`config.mk`:
```
export PLATFORM = sky130hd
export DESIGN_NAME = wb_spi_slave
export DESIGN_NICKNAME = d
export VERILOG_FILES = /design/src/rtl/wb_spi_slave.sv
export SDC_FILE = /design/constraint.sdc
export NUM_CORES = 1
export LEC_CHECK = 0
export CAP_MARGIN = 20
export CORE_MARGIN = 1
export CORE_UTILIZATION = 47
export CTS_BUF_LIST = sky130_fd_sc_hd__clkbuf_8
export DETAILED_ROUTE_END_ITERATION = 10
export PLACE_DENSITY = 0.88
export SLEW_MARGIN = 20
export SYNTH_ARGS = -nofsm -noshare
export SYNTH_HDL_FRONTEND = slang
export SYNTH_SLANG_ARGS = --single-unit
export TNS_END_PERCENT = 10
```
`constraint.sdc`:
```
create_clock -name clk -period 4.31 [get_ports clk]
set_clock_uncertainty 0.05 [all_clocks]
set_input_delay 0.862 -clock clk [delete_from_list [all_inputs] [get_ports clk]]
set_output_delay 0.862 -clock clk [all_outputs]
set_load 0.1 [all_outputs]
```
`src/rtl/wb_spi_slave.sv`:
```
// SPI mode-0 responder (MSB first, 8-bit frames) with a Wishbone classic register port.
// External sclk/cs/mosi are oversampled in the clk domain; all outputs are registered.
module wb_spi_slave #(
    parameter int unsigned SYNC_STAGES = 2,
    parameter logic [7:0]  DUMMY       = 8'h00
) (
    input  logic        clk,
    input  logic        rst,
    input  logic [31:0] wb_adr_i,
    input  logic [31:0] wb_dat_i,
    output logic [31:0] wb_dat_o,
    input  logic        wb_we_i,
    input  logic        wb_stb_i,
    input  logic        wb_cyc_i,
    output logic        wb_ack_o,
    input  logic        sclk,
    input  logic        cs,
    input  logic        mosi,
    output logic        miso,
    output logic        irq
);

    localparam int unsigned S = SYNC_STAGES;

    // One extra flop beyond the synchronizer gives the previous value for edge detection.
    logic [S:0]   sclk_s_q, cs_s_q;
    logic [S-1:0] mosi_s_q;

    always_ff @(posedge clk or negedge rst) begin
        if (!rst) begin
            sclk_s_q <= '0;
            cs_s_q   <= '1;
            mosi_s_q <= '0;
        end else begin
            sclk_s_q <= {sclk_s_q[S-1:0], sclk};
            cs_s_q   <= {cs_s_q[S-1:0], cs};
            mosi_s_q <= {mosi_s_q[S-1:0], mosi};
        end
    end

    logic sclk_rise, sclk_fall, cs_rise, cs_fall, cs_active, mosi_sync;
    assign sclk_rise = sclk_s_q[S-1] & ~sclk_s_q[S];
    assign sclk_fall = ~sclk_s_q[S-1] & sclk_s_q[S];
    assign cs_rise   = cs_s_q[S-1] & ~cs_s_q[S];
    assign cs_fall   = ~cs_s_q[S-1] & cs_s_q[S];
    assign cs_active = ~cs_s_q[S-1];
    assign mosi_sync = mosi_s_q[S-1];

    logic       wb_req, wb_wr, wb_rd;
    logic [1:0] adr;
    logic       unused_ok;
    assign wb_req    = wb_stb_i & wb_cyc_i & ~wb_ack_o;
    assign wb_wr     = wb_req & wb_we_i;
    assign wb_rd     = wb_req & ~wb_we_i;
    assign adr       = wb_adr_i[3:2];
    assign unused_ok = ^{wb_adr_i[31:4], wb_adr_i[1:0], wb_dat_i[31:8]};

    logic [2:0]  cnt_q, cnt_d;
    logic [6:0]  rx_shift_q, rx_shift_d;
    logic [7:0]  rx_data_q, rx_data_d;
    logic        rx_valid_q, rx_valid_d;
    logic        overrun_q, overrun_d;
    logic [7:0]  tx_buf_q, tx_buf_d;
    logic        tx_empty_q, tx_empty_d;
    logic [7:0]  tx_shift_q, tx_shift_d;
    logic        miso_q, miso_d;
    logic        ack_q, ack_d;
    logic [31:0] dat_q, dat_d;
    logic [7:0]  tx_load;

    assign tx_load = tx_empty_q ? DUMMY : tx_buf_q;

    always_comb begin
        cnt_d      = cnt_q;
        rx_shift_d = rx_shift_q;
        rx_data_d  = rx_data_q;
        rx_valid_d = rx_valid_q;
        overrun_d  = overrun_q;
        tx_buf_d   = tx_buf_q;
        tx_empty_d = tx_empty_q;
        tx_shift_d = tx_shift_q;
        miso_d     = miso_q;
        ack_d      = wb_req;
        dat_d      = '0;

        // Bus side effects first so SPI events below take priority over them.
        if (wb_rd) begin
            case (adr)
                2'd1:    begin
                    dat_d      = {24'h0, rx_data_q};
                    rx_valid_d = 1'b0;
                end
                2'd2:    dat_d = {28'h0, cs_active, overrun_q, tx_empty_q, rx_valid_q};
                default: dat_d = '0;
            endcase
        end
        if (wb_wr && adr == 2'd2 && wb_dat_i[2]) begin
            overrun_d = 1'b0;
        end

        if (cs_fall) begin
            cnt_d      = '0;
            rx_shift_d = '0;
            tx_shift_d = tx_load;
            miso_d     = tx_load[7];
            tx_empty_d = 1'b1;
        end else if (cs_rise) begin
            cnt_d      = '0;
            rx_shift_d = '0;
            miso_d     = 1'b0;
        end else if (cs_active && sclk_rise) begin
            rx_shift_d = {rx_shift_q[5:0], mosi_sync};
            cnt_d      = cnt_q + 3'd1;
            if (cnt_q == 3'd7) begin
                rx_data_d  = {rx_shift_q, mosi_sync};
                rx_valid_d = 1'b1;
                if (rx_valid_q) begin
                    overrun_d = 1'b1;
                end
            end
        end else if (cs_active && sclk_fall) begin
            if (cnt_q != 3'd0) begin
                tx_shift_d = {tx_shift_q[6:0], 1'b0};
                miso_d     = tx_shift_q[6];
            end else begin
                tx_shift_d = tx_load;
                miso_d     = tx_load[7];
                tx_empty_d = 1'b1;
            end
        end

        // A write in the same cycle as a consume refills the buffer after the old value is taken.
        if (wb_wr && adr == 2'd0) begin
            tx_buf_d   = wb_dat_i[7:0];
            tx_empty_d = 1'b0;
        end
    end

    always_ff @(posedge clk or negedge rst) begin
        if (!rst) begin
            cnt_q      <= '0;
            rx_shift_q <= '0;
            rx_data_q  <= '0;
            rx_valid_q <= 1'b0;
            overrun_q  <= 1'b0;
            tx_buf_q   <= '0;
            tx_empty_q <= 1'b1;
            tx_shift_q <= '0;
            miso_q     <= 1'b0;
            ack_q      <= 1'b0;
            dat_q      <= '0;
        end else begin
            cnt_q      <= cnt_d;
            rx_shift_q <= rx_shift_d;
            rx_data_q  <= rx_data_d;
            rx_valid_q <= rx_valid_d;
            overrun_q  <= overrun_d;
            tx_buf_q   <= tx_buf_d;
            tx_empty_q <= tx_empty_d;
            tx_shift_q <= tx_shift_d;
            miso_q     <= miso_d;
            ack_q      <= ack_d;
            dat_q      <= dat_d;
        end
    end

    assign wb_ack_o = ack_q;
    assign wb_dat_o = dat_q;
    assign miso     = miso_q;
    assign irq      = rx_valid_q | overrun_q;

endmodule

```
==> impl_metrics.tcl, run 1 <==
set metrics [dict create \
    ys.warnings.count 0 \
    ant_nets 0 \
    cpMaxStageDelayCell "clkdlybuf4s50_1" \
    die-area_um2 5440 \
    cts_hold_buf 0 \
    maxSlewHeadroom 0.349 \
    period_minus_slack_ps 2900 \
    fin_crit_sh 0.673 \
    dr_total_vias 1502 \
    path_cells "or2_2 > clkdlybuf4s50_1" \
    worstMarginPinSlew_ps 973 \
    status "finished, final reports clean" \
    synth_edf_count 0 \
    gp_routability_congestion 0.804 \
    worstSetupStartpoint "overrun_q" \
    grt_overflow 0 \
    postCtsSetupBuffers 0 \
    nFillCells 405 \
    drtIter0Drc 62 \
    hp-start "cs_s_q[0]" \
    min_path_cells 0 \
    ys_seq_area_frac 0.560 \
    grt_pass1_wl_um 6470 \
    numCtsBuffers 5 \
    drv_slew 0 \
    worstSetupEndpointType "output pin" \
    portBuffers 28 \
    path_clk_slew_ps 100 \
    critPathRequiredTime_ps 3400 \
    maxCapViolCount 0 \
    setup.worst_path.class "flop to output pin" \
    crit_fanout 3 \
    antenna_found_initial 0 \
    rsz0062_at_grt "no" \
    worst_path_largest_cell_delay_ps 970 \
    syn2layout_area_growth_pct 14.7 \
    cts_tree "done" \
    drive_gt1_frac 0.152 \
    synth_seq_cells 54 \
    cts.htree.levels 2 \
    die_h_um 73.8 \
    final_nets 324 \
    arrival_ps 1990 \
    clockBufferDepth 2 \
    start_util 0.499 \
    syn_area_um2 2420 \
    setup_tns_ps 0 \
    core-area_um2 4850 \
    ys_async_sr_fraction 1.00 \
    hold_path_class "flop to flop" \
    dr.pass1.iters 4 \
    synth_flop_cell "dfrtp_1" \
    setup_viol_count_final 0 \
    cts-root-buf "clkbuf_8" \
    post_cts_resized 0 \
    drt-total-wl_um 3820 \
    wl_per_cell_um 12.3 \
    setup.worst_path.start_class "flop" \
    worst_hold_slack_ps 312 \
    insertedDiodeCount 0 \
    rr_startpoint "cs_s_q[1]" \
    hpwl_um 2790 \
    die_w_um 73.8 \
    peakVddDrop_mv 0.165 \
    grt_max_degree 33 \
    syn_inst 211 \
    viasPerCell 4.83 \
    drcViolationCount 0 \
    clock_sinks 54 \
    powerDensity_nw_per_um2 426 \
    ys_types 35 \
    max_freq_mhz 345 \
    p_leak_nw 1.32 \
    finalHoldViolCount 0 \
    r2r_cells 4 \
    rows 25 \
    grt.total_usage 0.160 \
    grt_pass1_vias 1475 \
    synth.avg_cell_area_um2 11.5 \
    io_pins 107 \
    clock_latency_ps 310 \
]
[synth_stat cells, drive strengths merged, types with 4 or more instances]
master  instances  area [um2]
a22oi           4        30.0
mux2           16         180
nor2b           8        50.1
nand2          30         115
and3            5        31.3
dfrtp          50        1250
ha              9         113
inv             9        33.8
mux2i           7        70.1
o21ai          16        80.1
dfstp           4         105
buf            27         195
nor2            8        32.5
[placed cells by master (no fill, tap or decap), types with 2 or more instances in the layout]
cell type	instances
o21ai_0	16
clkdlybuf4s50_1	27
and3_1	5
nor2b_1	8
dfrtp_1	50
conb_1	24
mux2_2	16
nand2_1	29
buf_4	2
inv_1	8
clkbuf_8	5
dfstp_2	4
ha_1	9
nor2_1	7
a22oi_1	4
mux2i_1	7
[logic make-up after synthesis]
| group | after synthesis | synth area share |
|---|---|---|
| AO/OA/AOI/OAI | 28 | 0.0749 |
| AND/OR/NAND/NOR | 59 | 0.117 |
| multiplexers | 23 | 0.103 |
| other | 1 | 0.00155 |
| buffers and inverters | 37 | 0.0961 |
| adder cells (fa/ha/maj) | 9 | 0.0465 |
| flip-flops | 54 | 0.560 |
[report_power, final]
part           switching [W]  total, W  leakage (nW)  internal [W]
combinational       0.000210  0.000299         0.566     0.0000897
sequential         0.0000371  0.000599         0.705      0.000562
clock               0.000167  0.000284        0.0447      0.000117
[routing by layer]
layer / global-route usage / wire (um)
met1: 0.190 / 1680
met2: 0.279 / 1960
met3: 0.0247 / 122
met4: 0.0855 / 59
met5: 0 / 0
[final timing paths]
kind / endpoint / slack (ps)
worst max register to register: tx_shift_q[2] / 2160
worst max-delay path: irq / 1410
max in group asynchronous: tx_empty_q / 2930
worst min-delay path: cs_s_q[1] / 310
worst min register to register: cs_s_q[1] / 310
min in group asynchronous: cnt_q[0] / 470
[stage by stage]
step	power [W]	instances	instance area [um2]	util	worst slack, ps
5_1_grt	0.00124	311	2780	0.573	1360
4_1_cts	0.00119	311	2780	0.573	1390
3_3_place_gp	0.000898	303	2680	0.553	1770
2_1_floorplan	0.000859	234	2510	-	2480
6_report	0.00118	311	2780	0.573	1410
3_5_place_dp	0.000909	303	2680	0.553	1740
[final cells by class]
type,count,area [um2],share of cell area
clock buffers,5,68.8,0.0248
clock inverters,3,25.0,0.00901
inverters,9,33.8,0.0122
multi-input cells,143,918,0.331
flip-flops and latches,54,1360,0.489
well taps,67,83.8,0.0302
repair buffers,30,290,0.105
[registers in the layout, summed over array words and instances (netlist names)]
register / flops
tx_buf_q: 8
tx_empty_q: 1
miso: 1
rx_valid_q: 1
cs_s_q: 3
mosi_s_q: 2
wb_dat_o: 8
rx_shift_q: 7
rx_data_q: 8
cnt_q: 3
overrun_q: 1
tx_shift_q: 7
sclk_s_q: 3
wb_ack_o: 1
[critical path: cells and delay by family (launching register included)]
family	cells	cell delay (ps)
buf+inv	1	970
flops	1	410
simple gates	1	300
Note: power is estimated with default switching activity, not from simulation.
==> inputs of run 2 (changes only) <==
Settings changed: CORE_UTILIZATION 47 to 39, PLACE_DENSITY 0.88 to 0.78.
Clock period 4.31 ns to 2.3 ns, I/O delays scaled along.
==> run 2 against run 1 <==
- clock power grew 85%
- design area grew 0.23%
- hold slack lost 270 ps
- via count shrank 1.0%
- register-to-register slack lost 1700 ps
- count of clock-buffer cells in the layout is the same
- critical path type is now flop to flop
- largest cell class unchanged
- largest power group unchanged
==> impl_metrics.tcl, run 2 (synthesized netlist as in run 1, its figures left out) <==
set metrics [dict create \
    worstSetupEndpointType "flop" \
    grt_overflow 0 \
    rows 28 \
    gp_routability_congestion 0.730 \
    worst_path_largest_cell_delay_ps 590 \
    nFillCells 537 \
    drtIter0Drc 88 \
    final_nets 326 \
    cts-root-buf "clkbuf_8" \
    core-area_um2 5960 \
    setup.worst_path.start_class "flop" \
    status "finished, final reports clean" \
    antenna_found_initial 0 \
    dr_total_vias 1487 \
    die-area_um2 6530 \
    finalPower_w 0.00220 \
    clockBufferDepth 2 \
    critPathRequiredTime_ps 2470 \
    powerDensity_nw_per_um2 791 \
    period_minus_slack_ps 1870 \
    cts_tree "done" \
    grt_max_degree 37 \
    path_cells "inv_1 > ha_1 > a21oi_4 > mux2i_1 > o31ai_1" \
    cts.htree.levels 2 \
    hpwl_um 2730 \
    die_h_um 80.8 \
    setup_viol_count_final 0 \
    grt_pass1_wl_um 6230 \
    dr.pass1.iters 4 \
    max_freq_mhz 535 \
    maxCapViolCount 0 \
    ant_nets 0 \
    clock_latency_ps 310 \
    insertedDiodeCount 0 \
    io_pins 107 \
    cpMaxStageDelayCell "dfstp_2" \
    post_cts_resized 0 \
    crit_fanout 9 \
    viasPerCell 4.63 \
    die_w_um 80.8 \
    peakVddDrop_mv 0.403 \
    drt-total-wl_um 3730 \
    worst_hold_slack_ps 38.0 \
    p_leak_nw 1.35 \
    drcViolationCount 0 \
    drv_slew 0 \
    grt.total_usage 0.130 \
    rsz0062_at_grt "no" \
    final_common_cell "dfrtp_1" \
    drive_gt1_frac 0.203 \
    wl_per_cell_um 11.6 \
    cts_hold_buf 0 \
    final_cell_mix "50 x dfrtp_1, 29 x nand2_1, 24 x conb_1" \
    start_util 0.407 \
    finalHoldViolCount 0 \
    grt_pass1_vias 1418 \
    fin_crit_sh 0.813 \
    path_clk_slew_ps 90 \
    setup_tns_ps 0 \
    portBuffers 28 \
    postCtsSetupBuffers 0 \
    syn2layout_area_growth_pct 14.9 \
    arrival_ps 2040 \
    numCtsBuffers 5 \
    setup.worst_path.class "flop to flop" \
    clock_sinks 54 \
    hold_path_class "input port to asynchronous set/reset pin" \
]
run 2: cell types whose count changed in the layout (fill, tap and decap cells not counted):
cell,change
buf_4,+12
buf_12,+1
clkinv_2,+1
clkdlybuf4s50_1,-11
inv_6,-1
run 2: area by class of cell:
| class | instances | area (um2) | area share |
|---|---|---|---|
| Tap cell | 75 | 93.8 | 0.0337 |
| Clock buffer | 5 | 68.8 | 0.0247 |
| Timing Repair Buffer | 32 | 290 | 0.104 |
| Sequential cell | 54 | 1360 | 0.487 |
| Clock inverter | 3 | 21.3 | 0.00764 |
| Multi-Input combinational cell | 143 | 918 | 0.330 |
| Inverter | 9 | 33.8 | 0.0121 |
run 2: stage by stage:
step | worst slack [ps] | utilization | area (um2) | cells
floorplan | 474 | - | 2510 | 234
global placement | 349 | 0.452 | 2690 | 313
detailed placement | 302 | 0.452 | 2690 | 313
CTS | 403 | 0.467 | 2780 | 321
global route | 311 | 0.467 | 2780 | 321
finish | 430 | 0.467 | 2780 | 321
run 2: worst paths after layout:
check | startpoint | cells after the start | to | slack (ps)
hold / removal | rst | 1 | tx_shift_q[0] | 40
setup / recovery | cs_s_q[1] | 5 | miso | 430
max in group asynchronous | rst | 2 | cs_s_q[0] | 1560
min in group clk | sclk_s_q[0] | 0 | sclk_s_q[1] | 310
hold reg to reg | sclk_s_q[0] | 0 | sclk_s_q[1] | 310
setup reg to reg | cs_s_q[1] | 5 | miso | 430
run 2: where the power goes:
part	internal, W	switching [W]	total (W)
Combinational	0.000169	0.000390	0.000559
Sequential	0.00105	0.0000660	0.00112
Clock	0.000214	0.000310	0.000524
Total	0.00144	0.000766	0.00220
run 2: per-layer routing:
metal | routed length [um] | GRT usage
met5 | 0 | 0
met4 | 108 | 0.0821
met3 | 163 | 0.0315
met2 | 1790 | 0.208
met1 | 1670 | 0.156
run 2: critical path, delay by kind of cell (launching register included):
| family | cells | cell delay (ps) |
|---|---|---|
| compound gates | 2 | 620 |
| fa+ha+maj | 1 | 290 |
| buf+inv | 1 | 90 |
| flops | 1 | 590 |
| mux | 1 | 140 |
==> inputs of run 3 (changes only) <==
Settings changed: CORE_UTILIZATION 39 to 43, PLACE_DENSITY 0.78 to 0.82.
Clock period 2.3 ns to 1.9 ns, I/O delays scaled along.
==> run 3 against run 2 <==
- non-clock buffer count increased by 3
- worst setup slack lost 310 ps
- first-iteration DRC count shrank 6.8%
- critical endpoint is now cnt_q[0]
- sequential share of layout area down 2.9 points
- critical path type unchanged
- via count is 0.94% higher
- utilization is 9.5 points higher
- final cell count is 0.62% lower
==> impl_metrics.tcl, run 3 (synthesized netlist as in run 1, its figures left out) <==
set metrics [dict create \
    cpMaxStageDelayCell "dfstp_2" \
    wl_per_cell_um 12.1 \
    critPathRequiredTime_ps 2050 \
    grt_max_degree 55 \
    drt-total-wl_um 3870 \
    cts.htree.levels 2 \
    rsz0062_at_grt "no" \
    finalPower_w 0.00286 \
    insertedDiodeCount 0 \
    die_h_um 77.0 \
    core-area_um2 5270 \
    numCtsBuffers 5 \
    antenna_found_initial 0 \
    status "finished, final reports clean" \
    final_area_um2 2960 \
    crit_fanout 20 \
    cts-root-buf "clkbuf_8" \
    gp_routability_congestion 0.792 \
    p_leak_nw 1.41 \
    grt_pass1_wl_um 6510 \
    grt_pass1_vias 1476 \
    drive_gt1_frac 0.209 \
    setup_viol_count_final 0 \
    finalHoldViolCount 0 \
    clockBufferDepth 2 \
    die_w_um 77.0 \
    setup.worst_path.class "flop to flop" \
    final_common_cell "dfrtp_1" \
    fin_crit_sh 0.938 \
    rows 26 \
    drtIter0Drc 82 \
    clock_latency_ps 310 \
    post_dp_cell_area_um2 2830 \
    die-area_um2 5930 \
    max_freq_mhz 561 \
    path_clk_slew_ps 90 \
    arrival_ps 1930 \
    final_nets 329 \
    powerDensity_nw_per_um2 966 \
    cts_hold_buf 0 \
    r2r_cells 6 \
    maxCapViolCount 0 \
    path_cells "inv_1 > ha_1 > a21boi_1 > buf_6 > nor4_1 > a21o_1" \
    setup.worst_path.start_class "flop" \
    setup_slack_ps 117 \
    dp_cells 310 \
    worstSetupEndpointType "flop" \
    ant_nets 0 \
    peakVddDrop_mv 0.453 \
    clock_sinks 54 \
    grt.total_usage 0.141 \
    dp_slack_ps -12.8 \
    worst_hold_slack_ps 0.941 \
    dr_total_vias 1501 \
    start_util 0.459 \
    cts_tree "done" \
    hold_path_class "input port to asynchronous set/reset pin" \
    grt_overflow 0 \
    worst_path_largest_cell_delay_ps 590 \
    viasPerCell 4.71 \
    instances_no_fill 319 \
    final_cell_mix "50 x dfrtp_1, 29 x nand2_1, 24 x conb_1" \
    period_minus_slack_ps 1780 \
    dr.pass1.iters 6 \
    hpwl_um 2700 \
    drv_slew 0 \
    drcViolationCount 0 \
    portBuffers 28 \
    io_pins 107 \
    syn2layout_area_growth_pct 22.3 \
]
==> run 3: cell count changes in the layout (fill, tap and decap cells not counted), sizes merged <==
| cell | before | now |
|---|---|---|
| buf | 16 | 19 |
| bufinv | 0 | 1 |
| clkinv | 2 | 0 |
| inv | 9 | 10 |
==> run 3: worst paths after layout <==
check,startpoint,end,slack [ps]
min,rst,tx_buf_q[1],0.9
min in group clk,sclk_s_q[0],sclk_s_q[1],310
min reg2reg,sclk_s_q[0],sclk_s_q[1],310
max,cs_s_q[1],cnt_q[0],120
max reg2reg,cs_s_q[1],cnt_q[0],120
max in group asynchronous,rst,tx_empty_q,1520
==> run 3: where the power goes <==
| group | leakage [nW] | internal (W) | switching, W | total (W) |
|---|---|---|---|---|
| Combinational | 0.652 | 0.000268 | 0.000485 | 0.000753 |
| Clock | 0.0556 | 0.000388 | 0.000355 | 0.000743 |
| Sequential | 0.705 | 0.00128 | 0.0000873 | 0.00136 |
| Total | 1.41 | 0.00193 | 0.000927 | 0.00286 |
==> run 3: metrics by stage <==
stage                util  setup TNS (ps)
CTS                 0.557               0
finish              0.562               0
detailed placement  0.536           -47.8
global route        0.562               0
floorplan               -               0
global placement    0.536               0
==> run 3: critical path, delay by kind of cell, from the launching register on <==
kind / cells / cell delay, ps
fa+ha+maj: 1 / 330
flops: 1 / 590
buf+inv: 2 / 280
simple gates: 1 / 60
compound gates: 2 / 370
==> run 3: repair_timing <==
item                                   CTS  global route
setup endpoints to repair                0             3
endpoints found under the hold margin    0             0
setup buffers                            0             1
gates resized for setup                  0             2
==> run 3: layout make-up <==
cell class,count,area [um2]
Clock buffer,5,68.8
Clock inverter,3,41.3
Fill cell,432,2310
Inverter,9,33.8
Multi-Input combinational cell,143,918
Sequential cell,54,1360
Tap cell,70,87.6
Timing Repair Buffer,35,454
==> run 3: routing by layer <==
| metal | track usage | vias up | share of wire |
|---|---|---|---|
| met5 | 0 | - | 0 |
| met4 | 0.0660 | 0 | 0.019 |
| met3 | 0.0369 | 7 | 0.042 |
| met2 | 0.252 | 45 | 0.51 |
| met1 | 0.156 | 724 | 0.43 |
| li1 | - | 725 | - |
